[src/rtl/fifo_uart_pkg.sv]
// fifo_uart_pkg
// Shared definitions for the FIFO-draining UART transmitter:
//   - 3-bit FSM state encoding (IDLE..STOP)
//   - default bit period in clk cycles
// Optional macro used by importers: FIFO_UART_TX_PARITY_EN
package fifo_uart_pkg;

    localparam int DEF_CLKS_PER_BIT = 16;

    localparam logic [2:0] S_IDLE   = 3'd0;
    localparam logic [2:0] S_FETCH  = 3'd1;
    localparam logic [2:0] S_LOAD   = 3'd2;
    localparam logic [2:0] S_START  = 3'd3;
    localparam logic [2:0] S_DATA   = 3'd4;
    localparam logic [2:0] S_PARITY = 3'd5;
    localparam logic [2:0] S_STOP   = 3'd6;

    typedef enum logic [2:0] {
        ST_IDLE   = S_IDLE,
        ST_FETCH  = S_FETCH,
        ST_LOAD   = S_LOAD,
        ST_START  = S_START,
        ST_DATA   = S_DATA,
        ST_PARITY = S_PARITY,
        ST_STOP   = S_STOP
    } state_t;

endpackage

[src/rtl/fifo_uart_baud_gen.sv]
// fifo_uart_baud_gen
// Bit-period timer. Counts 0..CLKS_PER_BIT-1 and wraps; bit_done is high
// during the terminal-count cycle.
// Ports:
//   clk      system clock
//   rst      synchronous active-high reset
//   clear    hold the counter at 0 (no bit_done while asserted)
//   bit_done one-cycle pulse on the last cycle of each bit period
module fifo_uart_baud_gen
    import fifo_uart_pkg::*;
#(
    parameter int CLKS_PER_BIT = DEF_CLKS_PER_BIT,
    parameter int CNT_SIZE     = 8
) (
    input  logic clk,
    input  logic rst,
    input  logic clear,
    output logic bit_done
);

    localparam logic [CNT_SIZE-1:0] TERM = CNT_SIZE'(CLKS_PER_BIT - 1);

    logic [CNT_SIZE-1:0] cnt;

    always_ff @(posedge clk) begin
        if (rst || clear)     cnt <= '0;
        else if (cnt == TERM) cnt <= '0;
        else                  cnt <= cnt + 1'b1;
    end

    assign bit_done = !clear && (cnt == TERM);

endmodule

[src/rtl/fifo_uart_tx.sv]
// fifo_uart_tx
// Pops words from a synchronous flag-based FIFO and sends each one as a
// UART frame, LSB first: start, DATA_WIDTH data bits, [parity], stop.
// Ports:
//   clk         system clock
//   rst         synchronous active-high reset
//   fifo_empty  FIFO empty flag
//   fifo_d_out  FIFO registered read data (valid the cycle after fifo_rd)
//   fifo_rd     registered one-cycle read strobe to the FIFO
//   tx          registered serial output, idles high
//   busy        high from the pop request until the end of the stop bit
// Macro: FIFO_UART_TX_PARITY_EN adds an even-parity bit after the data bits.
module fifo_uart_tx
    import fifo_uart_pkg::*;
#(
    parameter int DATA_WIDTH   = 8,
    parameter int CLKS_PER_BIT = DEF_CLKS_PER_BIT,
    parameter int CNT_SIZE     = 8,
    parameter int BIT_SIZE     = 3
) (
    input  logic                  clk,
    input  logic                  rst,
    input  logic                  fifo_empty,
    input  logic [DATA_WIDTH-1:0] fifo_d_out,
    output logic                  fifo_rd,
    output logic                  tx,
    output logic                  busy
);

    localparam logic [BIT_SIZE-1:0] LAST_IDX = BIT_SIZE'(DATA_WIDTH - 1);

    state_t                state, state_n;
    logic [DATA_WIDTH-1:0] shift_q, shift_n;
    logic [BIT_SIZE-1:0]   idx_q, idx_n;
    logic                  stop_tail_q, stop_tail_n;
    logic                  fifo_rd_n, busy_n, tx_n;
    logic                  bit_done, baud_clr;
`ifdef FIFO_UART_TX_PARITY_EN
    logic                  par_q, par_n;
`endif

    // Bit timing only runs while a frame is on the line.
    assign baud_clr = (state == ST_IDLE) || (state == ST_FETCH) || (state == ST_LOAD);

    fifo_uart_baud_gen #(
        .CLKS_PER_BIT(CLKS_PER_BIT),
        .CNT_SIZE    (CNT_SIZE)
    ) u_baud (
        .clk     (clk),
        .rst     (rst),
        .clear   (baud_clr),
        .bit_done(bit_done)
    );

    always_comb begin
        state_n     = state;
        shift_n     = shift_q;
        idx_n       = idx_q;
        stop_tail_n = stop_tail_q;
        fifo_rd_n   = 1'b0;
        busy_n      = busy;
        tx_n        = 1'b1;
`ifdef FIFO_UART_TX_PARITY_EN
        par_n       = par_q;
`endif
        case (state)
            ST_IDLE: begin
                if (!fifo_empty) begin
                    fifo_rd_n = 1'b1;
                    busy_n    = 1'b1;
                    state_n   = ST_FETCH;
                end
            end
            ST_FETCH: state_n = ST_LOAD;
            ST_LOAD: begin
                shift_n = fifo_d_out;
                idx_n   = '0;
`ifdef FIFO_UART_TX_PARITY_EN
                par_n   = ^fifo_d_out;
`endif
                state_n = ST_START;
            end
            ST_START: begin
                tx_n = 1'b0;
                if (bit_done) state_n = ST_DATA;
            end
            ST_DATA: begin
                tx_n = shift_q[0];
                if (bit_done) begin
                    shift_n = shift_q >> 1;
                    if (idx_q == LAST_IDX) begin
                        idx_n = '0;
`ifdef FIFO_UART_TX_PARITY_EN
                        state_n = ST_PARITY;
`else
                        state_n = ST_STOP;
`endif
                    end else begin
                        idx_n = idx_q + 1'b1;
                    end
                end
            end
`ifdef FIFO_UART_TX_PARITY_EN
            ST_PARITY: begin
                tx_n = par_q;
                if (bit_done) state_n = ST_STOP;
            end
`endif
            ST_STOP: begin
                // tx is registered, so the line trails the state by one cycle.
                // STOP holds one tail cycle past its terminal count so the
                // busy drop / next pop lines up with the end of the stop bit
                // as seen on the pin.
                if (bit_done) stop_tail_n = 1'b1;
                if (stop_tail_q) begin
                    stop_tail_n = 1'b0;
                    busy_n      = 1'b0;
                    if (!fifo_empty) begin
                        fifo_rd_n = 1'b1;
                        busy_n    = 1'b1;
                        state_n   = ST_FETCH;
                    end else begin
                        state_n = ST_IDLE;
                    end
                end
            end
            default: state_n = ST_IDLE;
        endcase
    end

    always_ff @(posedge clk) begin
        if (rst) begin
            state       <= ST_IDLE;
            shift_q     <= '0;
            idx_q       <= '0;
            stop_tail_q <= 1'b0;
            fifo_rd     <= 1'b0;
            busy        <= 1'b0;
            tx          <= 1'b1;
`ifdef FIFO_UART_TX_PARITY_EN
            par_q       <= 1'b0;
`endif
        end else begin
            state       <= state_n;
            shift_q     <= shift_n;
            idx_q       <= idx_n;
            stop_tail_q <= stop_tail_n;
            fifo_rd     <= fifo_rd_n;
            busy        <= busy_n;
            tx          <= tx_n;
`ifdef FIFO_UART_TX_PARITY_EN
            par_q       <= par_n;
`endif
        end
    end

endmodule

[config.mk]
export PLATFORM = sky130hd
export DESIGN_NAME = fifo_uart_tx
export DESIGN_NICKNAME = d
export VERILOG_FILES = /design/src/rtl/fifo_uart_pkg.sv /design/src/rtl/fifo_uart_baud_gen.sv /design/src/rtl/fifo_uart_tx.sv
export SDC_FILE = /design/constraint.sdc
export NUM_CORES = 1
export LEC_CHECK = 0
export CAP_MARGIN = 20
export CORE_MARGIN = 2
export CORE_UTILIZATION = 45
export DETAILED_ROUTE_END_ITERATION = 8
export DONT_BUFFER_PORTS = 1
export GPL_ROUTABILITY_DRIVEN = 0
export PLACE_DENSITY_LB_ADDON = 0.1
export SLEW_MARGIN = 10
export SYNTH_ARGS = -nofsm -noshare
export SYNTH_HDL_FRONTEND = slang
export SYNTH_SLANG_ARGS = --single-unit
export TNS_END_PERCENT = 5
[constraint.sdc]
create_clock -name clk -period 4.5 [get_ports clk]
set_clock_uncertainty 0.15 [all_clocks]
set_input_delay 0.9 -clock clk [delete_from_list [all_inputs] [get_ports clk]]
set_output_delay 0.9 -clock clk [all_outputs]
set_load 0.1 [all_outputs]
==> results.md <==
* Final-report setup violation count at 0
* Routed vias/inst at 5.57
* Net count of the mapped netlist at 152
* Die height at about 56 um
* Final #Nets at 148
* CP Cell Sequence: nor3b_4 > a31oi_2 > or4b_1 > a21oi_1
* Post-synth EDFFs at 0
* Initial core utilization at between 40% and 50%
* Floorplan die area at between 3000 and 4000 um^2
* Avg Cell Area, Syn at 8.93 um^2
* Storage element area at 520 um^2
* Width of the die at 56.3 um
* Aggregate global-route resource usage at 14.5%
* Total power divided by cell area at roughly 340 nW/um^2
* Cells after synthesis at 138
* Classification of the worst-slack hold path: register to register
* Slowest-stage cell, CP: nor3b_4
* Comb power frac at 9.4%
* DRC violation count after routing at 0
* Yosys cell types at 37
* Signal arrival time at the worst endpoint at 2.46 ns
* Delay of the slowest cell on the worst path at 0.66 ns
* Top cells by area, synth: dfxtp_1 42%, nor2_1 7.0%, mux2i_1 5.7%
* Maximum number of pins on one net before global-route repair at 20
* Setup repair after global routing missed its margin: no
* Final max-slew violation count at 0
* Number of endpoints with negative hold slack in the final report at 0
* Area taken by multi-input logic gates at between 600 and 700 um^2
* Top routing layer used: met4
* Core box area at 2540 um^2
* Final routed wirelength across all metal layers at 2210 um
* Synth area leader: dfxtp_1
* Top FF cell, synth: dfxtp_1
* Portion of the post-synthesis area used by sequential elements at 42.2%
* Number of maximum-capacitance constraint violations at 0
* Total negative setup slack at 0 ns
* CTS Root Cell: clkbuf_4
* Category of the most critical setup path: register to register
* Launching element type of the critical path: register
* Buffers inserted during post-CTS setup optimization at 0
* Cell internal power dissipation at about 0.00031 W
* First-pass GRT wire length at between 3000 and 4000 um
* Post-cts resize count at 0
* Fraction of post-synthesis cell area in the top cell type by area at 42.2%
* Clock tree from TritonCTS: built
* Number of storage elements in the synthesis netlist at 26
* Max IR drop VDD at between 0.15 and 0.2 mV
* Worst endpoint required time at 4.60 ns
* Crit path time final at 2.36 ns
* Ant. Diodes at 0
* Power consumption at 0.000431 W
* Htree depth at 1
* Final non-filler cell total at 163
* Share of total power consumed by net switching at between 20% and 30%
* Category of the worst setup path capture point: register
* Number of placement rows at 18
* Count leader, synth: dfxtp_1
* Number of hold buffers added after cts at 0
* Worst-Skew Late Latency at 0.31 ns
* Routed length on met2 at 955 um
* Vias after detailed routing at 908
* DRT antenna net count at 0
* Clock tree sinks at 26
* Largest buffer count on any clock path at 2
* Antenna violations before repair at 0
* Area growth from synthesis to final layout at 2.64%
* Number of buffers inserted during clock tree synthesis at 3
* Number of port buffers at 0
* Remaining Overflow, GRT at 0
* Yosys warnings at 0
* Crit Path Max Fanout at 14
* Tcrit/Tclk final at 52.4%
* Synth Cell Area at 1230 um^2
* Sequential fraction of design power at 63.8%
* Number of top-level pins at 14
* Clock network fraction of design power at roughly 27%
* DR WL met3 at 89 um
* Number of violations reported at the end of detailed-routing iteration 0 at 18
* Total leakage power at 0.430 nW
* Ranking of synthesized cells by instance count: 26 x dfxtp_1, 23 x nor2_1, 10 x a21oi_1
* Placed Instances at 159
* Post-synth ARST share at 0%
* Top achievable clock speed at between 400 and 500 MHz
* Clk slew on worst S/H paths at ~0.14 ns
* Ratio of cells with drive above 1 in the final layout at 7.52%
* Detailed-routing iteration count for the pre-antenna-repair pass at 3
* Max transition margin at roughly a third
* Routed length on met1 at 1140 um
* Status: finished clean
* Routed length per instance at approximately 14 um
* Number of global-route vias before repair at 786
* Net Sw Power at 0.000120 W
* Number of fill cells at 248
* Measured slew at the worst slew-check pin at 0.982 ns
* HPWL reported at the end of detailed placement at 1600 um
-- logic make-up (layout without fill, tap and decap cells) --
logic type	after synthesis	after routing	share of synthesized area (%)
and+or+nand+nor	56	56	25.1
AOI/OAI and AO/OA	29	29	15.7
buffers and inverters	11	6	3.96
muxes	7	7	5.69
DFF	26	26	42.2
adders and majority gates	3	3	3.05
xor gates and xnor gates	6	6	4.26
-- layout make-up --
cell class	instances	share of cell area, %
well taps	30	2.97
flip-flops and latches	26	41.1
multi-input cells	101	52.4
inverters	2	0.593
clock buffers	4	2.87
-- final timing paths --
check / from / end / slack (ns) / cells after the start
worst min register to register: u_baud.cnt[0]$_SDFF_PP0_ / u_baud.cnt[0]$_SDFF_PP0_ / 0.31 / 1
worst max-delay path: state[2]$_SDFFE_PP0P_ / idx_q[0]$_SDFFE_PP0P_ / 2.14 / 4
worst min-delay path: u_baud.cnt[0]$_SDFF_PP0_ / u_baud.cnt[0]$_SDFF_PP0_ / 0.31 / 1
worst max register to register: state[2]$_SDFFE_PP0P_ / idx_q[0]$_SDFFE_PP0P_ / 2.14 / 4
-- worst max-delay path, delay by kind of cell, from the launching register on --
kind | cells | cell delay (ns)
AO/OA/AOI/OAI | 2 | 0.40
flip-flops | 1 | 0.59
AND/OR/NAND/NOR | 2 | 1.17
-- sequential cells by signal, indices dropped and copies added (netlist names) --
signal and cells:
tx 1, u_baud.cnt 8, state 3, busy 1
idx_q 3, fifo_rd 1, shift_q 8, stop_tail_q 1
-- power groups by stage --
stage | logic [W] | registers [W] | clock network [W]
after global placement | 0.0000399 | 0.000279 | 0
final | 0.0000406 | 0.000275 | 0.000116
after global routing | 0.0000456 | 0.000278 | 0.000132
after CTS | 0.0000409 | 0.000275 | 0.000121
after floorplan | 0.0000430 | 0.000273 | 0
after detailed placement | 0.0000406 | 0.000280 | 0
-- routing by layer --
layer	track usage, %	vias up
li1	-	482
met1	21.2	413
met2	20.3	11
met3	3.23	2
met4	6.12	0
met5	0	-
-- layout by cell type (no fill, tap or decap), drive strengths merged, types with 2 or more instances in the layout --
master | synthesis | routed
nand3b | 2 | 2
nand2b | 2 | 2
nor3b | 3 | 3
clkbuf | 6 | 4
nand3 | 7 | 7
o21ai | 3 | 3
a31oi | 3 | 3
ha | 3 | 3
a211oi | 7 | 7
nor3 | 3 | 3
inv | 2 | 2
xor2 | 2 | 2
nor2 | 23 | 23
xnor2 | 4 | 4
a21oi | 10 | 10
mux2i | 7 | 7
nand2 | 8 | 8
dfxtp | 26 | 26
-- stage by stage --
| step | utilization (%) | cell area (um^2) | setup slack, ns | hold slack [ns] |
|---|---|---|---|---|
| after floorplan | - | 1230 | 2.51 | 0.268 |
| after global placement | 48.3 | 1230 | 2.24 | 0.276 |
| after detailed placement | 48.3 | 1230 | 2.17 | 0.286 |
| after CTS | 49.7 | 1260 | 2.12 | 0.313 |
| after global routing | 49.7 | 1260 | 1.96 | 0.331 |
| final | 49.7 | 1260 | 2.14 | 0.310 |
Power figures use the tool's default switching activity.
==> edit: new RTL, config.mk and constraints unchanged <==
The parameter `DATA_WIDTH` goes from 8 to 7.
--- a/src/rtl/fifo_uart_tx.sv
+++ b/src/rtl/fifo_uart_tx.sv
@@ -15,3 +15,3 @@
 #(
-    parameter int DATA_WIDTH   = 8,
+    parameter int DATA_WIDTH   = 7,
     parameter int CLKS_PER_BIT = DEF_CLKS_PER_BIT,
Ports: changed (resized fifo_d_out); port bits go from 14 to 13. The function was not compared with the original's and may differ.
==> edit against the unedited design <==
Routed wire length up 9.3%; synthesized area is 4.1% higher; via count grew 13%; final area rose by 0.89%; global-route usage grew 1.5 points; maximum frequency fell by 0.86%; sequential cell count fell by 1; worst hold slack got worse by 0.00067 ns; highest routed layer unchanged; worst setup slack lost 0.020 ns; largest cell class unchanged; core utilization shrank 3.0 points.
Power is not compared: it rests on default switching activity, and its combinational part moved more than twofold at a synthesized area within 25%.
==> edit: results (changes against the unedited design) <==
* Status: finished, final reports clean (unchanged)
* Fin area at 1276 um2 (was 1265 um2)
* Site Rows at 19 (was 18)
* CTS-repair resized insts at 0 (unchanged)
* Syn nets at 166 (was 152)
* Overall routing resource usage at 0.1600 (was 0.1453)
* Adder-cell share of the synthesized area at 0.009756 (was 0.03046)
* Synth Area in XOR/XNOR at 0.04780 (was 0.04264)
* Clk Latency, worst-skew pair at 0.33 ns (was 0.31 ns)
* Starting DRC count in detailed routing at 40 (was 18)
* Fraction of layout cells with a size suffix above 1 at 0.07483 (was 0.07519)
* Crit-path max FO at 3 (was 14)
* Met3 usage at 0.03175 (was 0.03226)
* HPWL Detailed at 1.591 mm (was 1.597 mm)
* Non-CTS inverters at 1 (was 2)
* DR pass1 iterations at 4 (was 3)
* Dpl cell area at 1249 um2 (was 1229 um2)
* Compound-cell area share of the yosys netlist at 0.2293 (was 0.1574)
* ClkCell Share at 0.02157 (was 0.02868)
* Fill count at 279 (was 248)
* Port bufs at 0 (unchanged)
* Largest net degree at the start of global routing at 30 (was 20)
* Sequential area share after synthesis at 0.3902 (was 0.4223)
* Synth cell types at 42 (was 37)
* Vias per cell at 5.775 (was 5.571)
* WL final at 2.410 mm (was 2.205 mm)
* CTS sink cnt at 25 (was 26)
* Commonest cells post-synth: dfxtp_1, nand2_1, nor2_1, a21oi_1, o21ai_0 (was dfxtp_1, nor2_1, a21oi_1, nand2_1)
* Number of global-route vias before repair at 917 (was 786)
* Routed wl met3 at 102 um (was 89 um)
* Vias at 1,028 (was 908)
* Synth area leaders: dfxtp_1, nand2_1, a21oi_1 (was dfxtp_1, nor2_1, mux2i_1)
* Register Area at 500.5 um2 (was 520.5 um2)
* Slew @ Worst Pin at 0.9935 ns (was 0.9822 ns)
* Met1 usage at 0.2324 (was 0.2125)
* Critical path arrival at 1.33 ns (was 2.46 ns)
* Syn Inst Count at 155 (was 138)
* Origin of the critical flop-to-flop path: state[0]$_SDFFE_PP0P_ (was state[2]$_SDFFE_PP0P_)
* Met2 Usage GRT at 0.2338 (was 0.2034)
* Pre-CTS setup slack at 2.307 ns (was 2.170 ns)
* Fraction of synthesized area in multiplexers at 0 (was 0.05685)
* Met2 routed WL at 1.006 mm (was 955 um)
* Final hold slack at 0.3089 ns (was 0.3096 ns)
* CP startpoint: busy$_SDFFE_PP0P_ (was state[2]$_SDFFE_PP0P_)
* Multi-input logic area at 705.7 um2 (was 663.1 um2)
* First-pass GRT wire length at 4.202 mm (was 3.684 mm)
* Multi-In Gates at 117 (was 101)
==> edit: cell count changes after synthesis, moves of 3 or more <==
cell	change
o21ai_0	+7
nand2_1	+13
mux2i_1	-7
nor2_1	-8
a21oi_1	+4
a211o_1	+7
a211oi_1	-7
nor2b_1	+3
==> edit: worst max-delay path by stage <==
stage	endpoint	slack [ns]	cells after the start
finish	busy	2.12	0
global route	busy	2.09	0
CTS	busy	2.11	0
detailed placement	idx_q[0]$_SDFFE_PP0P_	2.31	4
global placement	idx_q[0]$_SDFFE_PP0P_	2.36	4
floorplan	busy	2.51	0
==> edit: where the power goes <==
| part | internal, mW | total [mW] | switching [mW] | leakage (nW) |
|---|---|---|---|---|
| clock network | 0.0334 | 0.105 | 0.0716 | 0.0177 |
| logic | 0.0897 | 0.202 | 0.113 | 0.199 |
| registers | 0.254 | 0.375 | 0.121 | 0.203 |
| total | 0.377 | 0.682 | 0.305 | 0.419 |
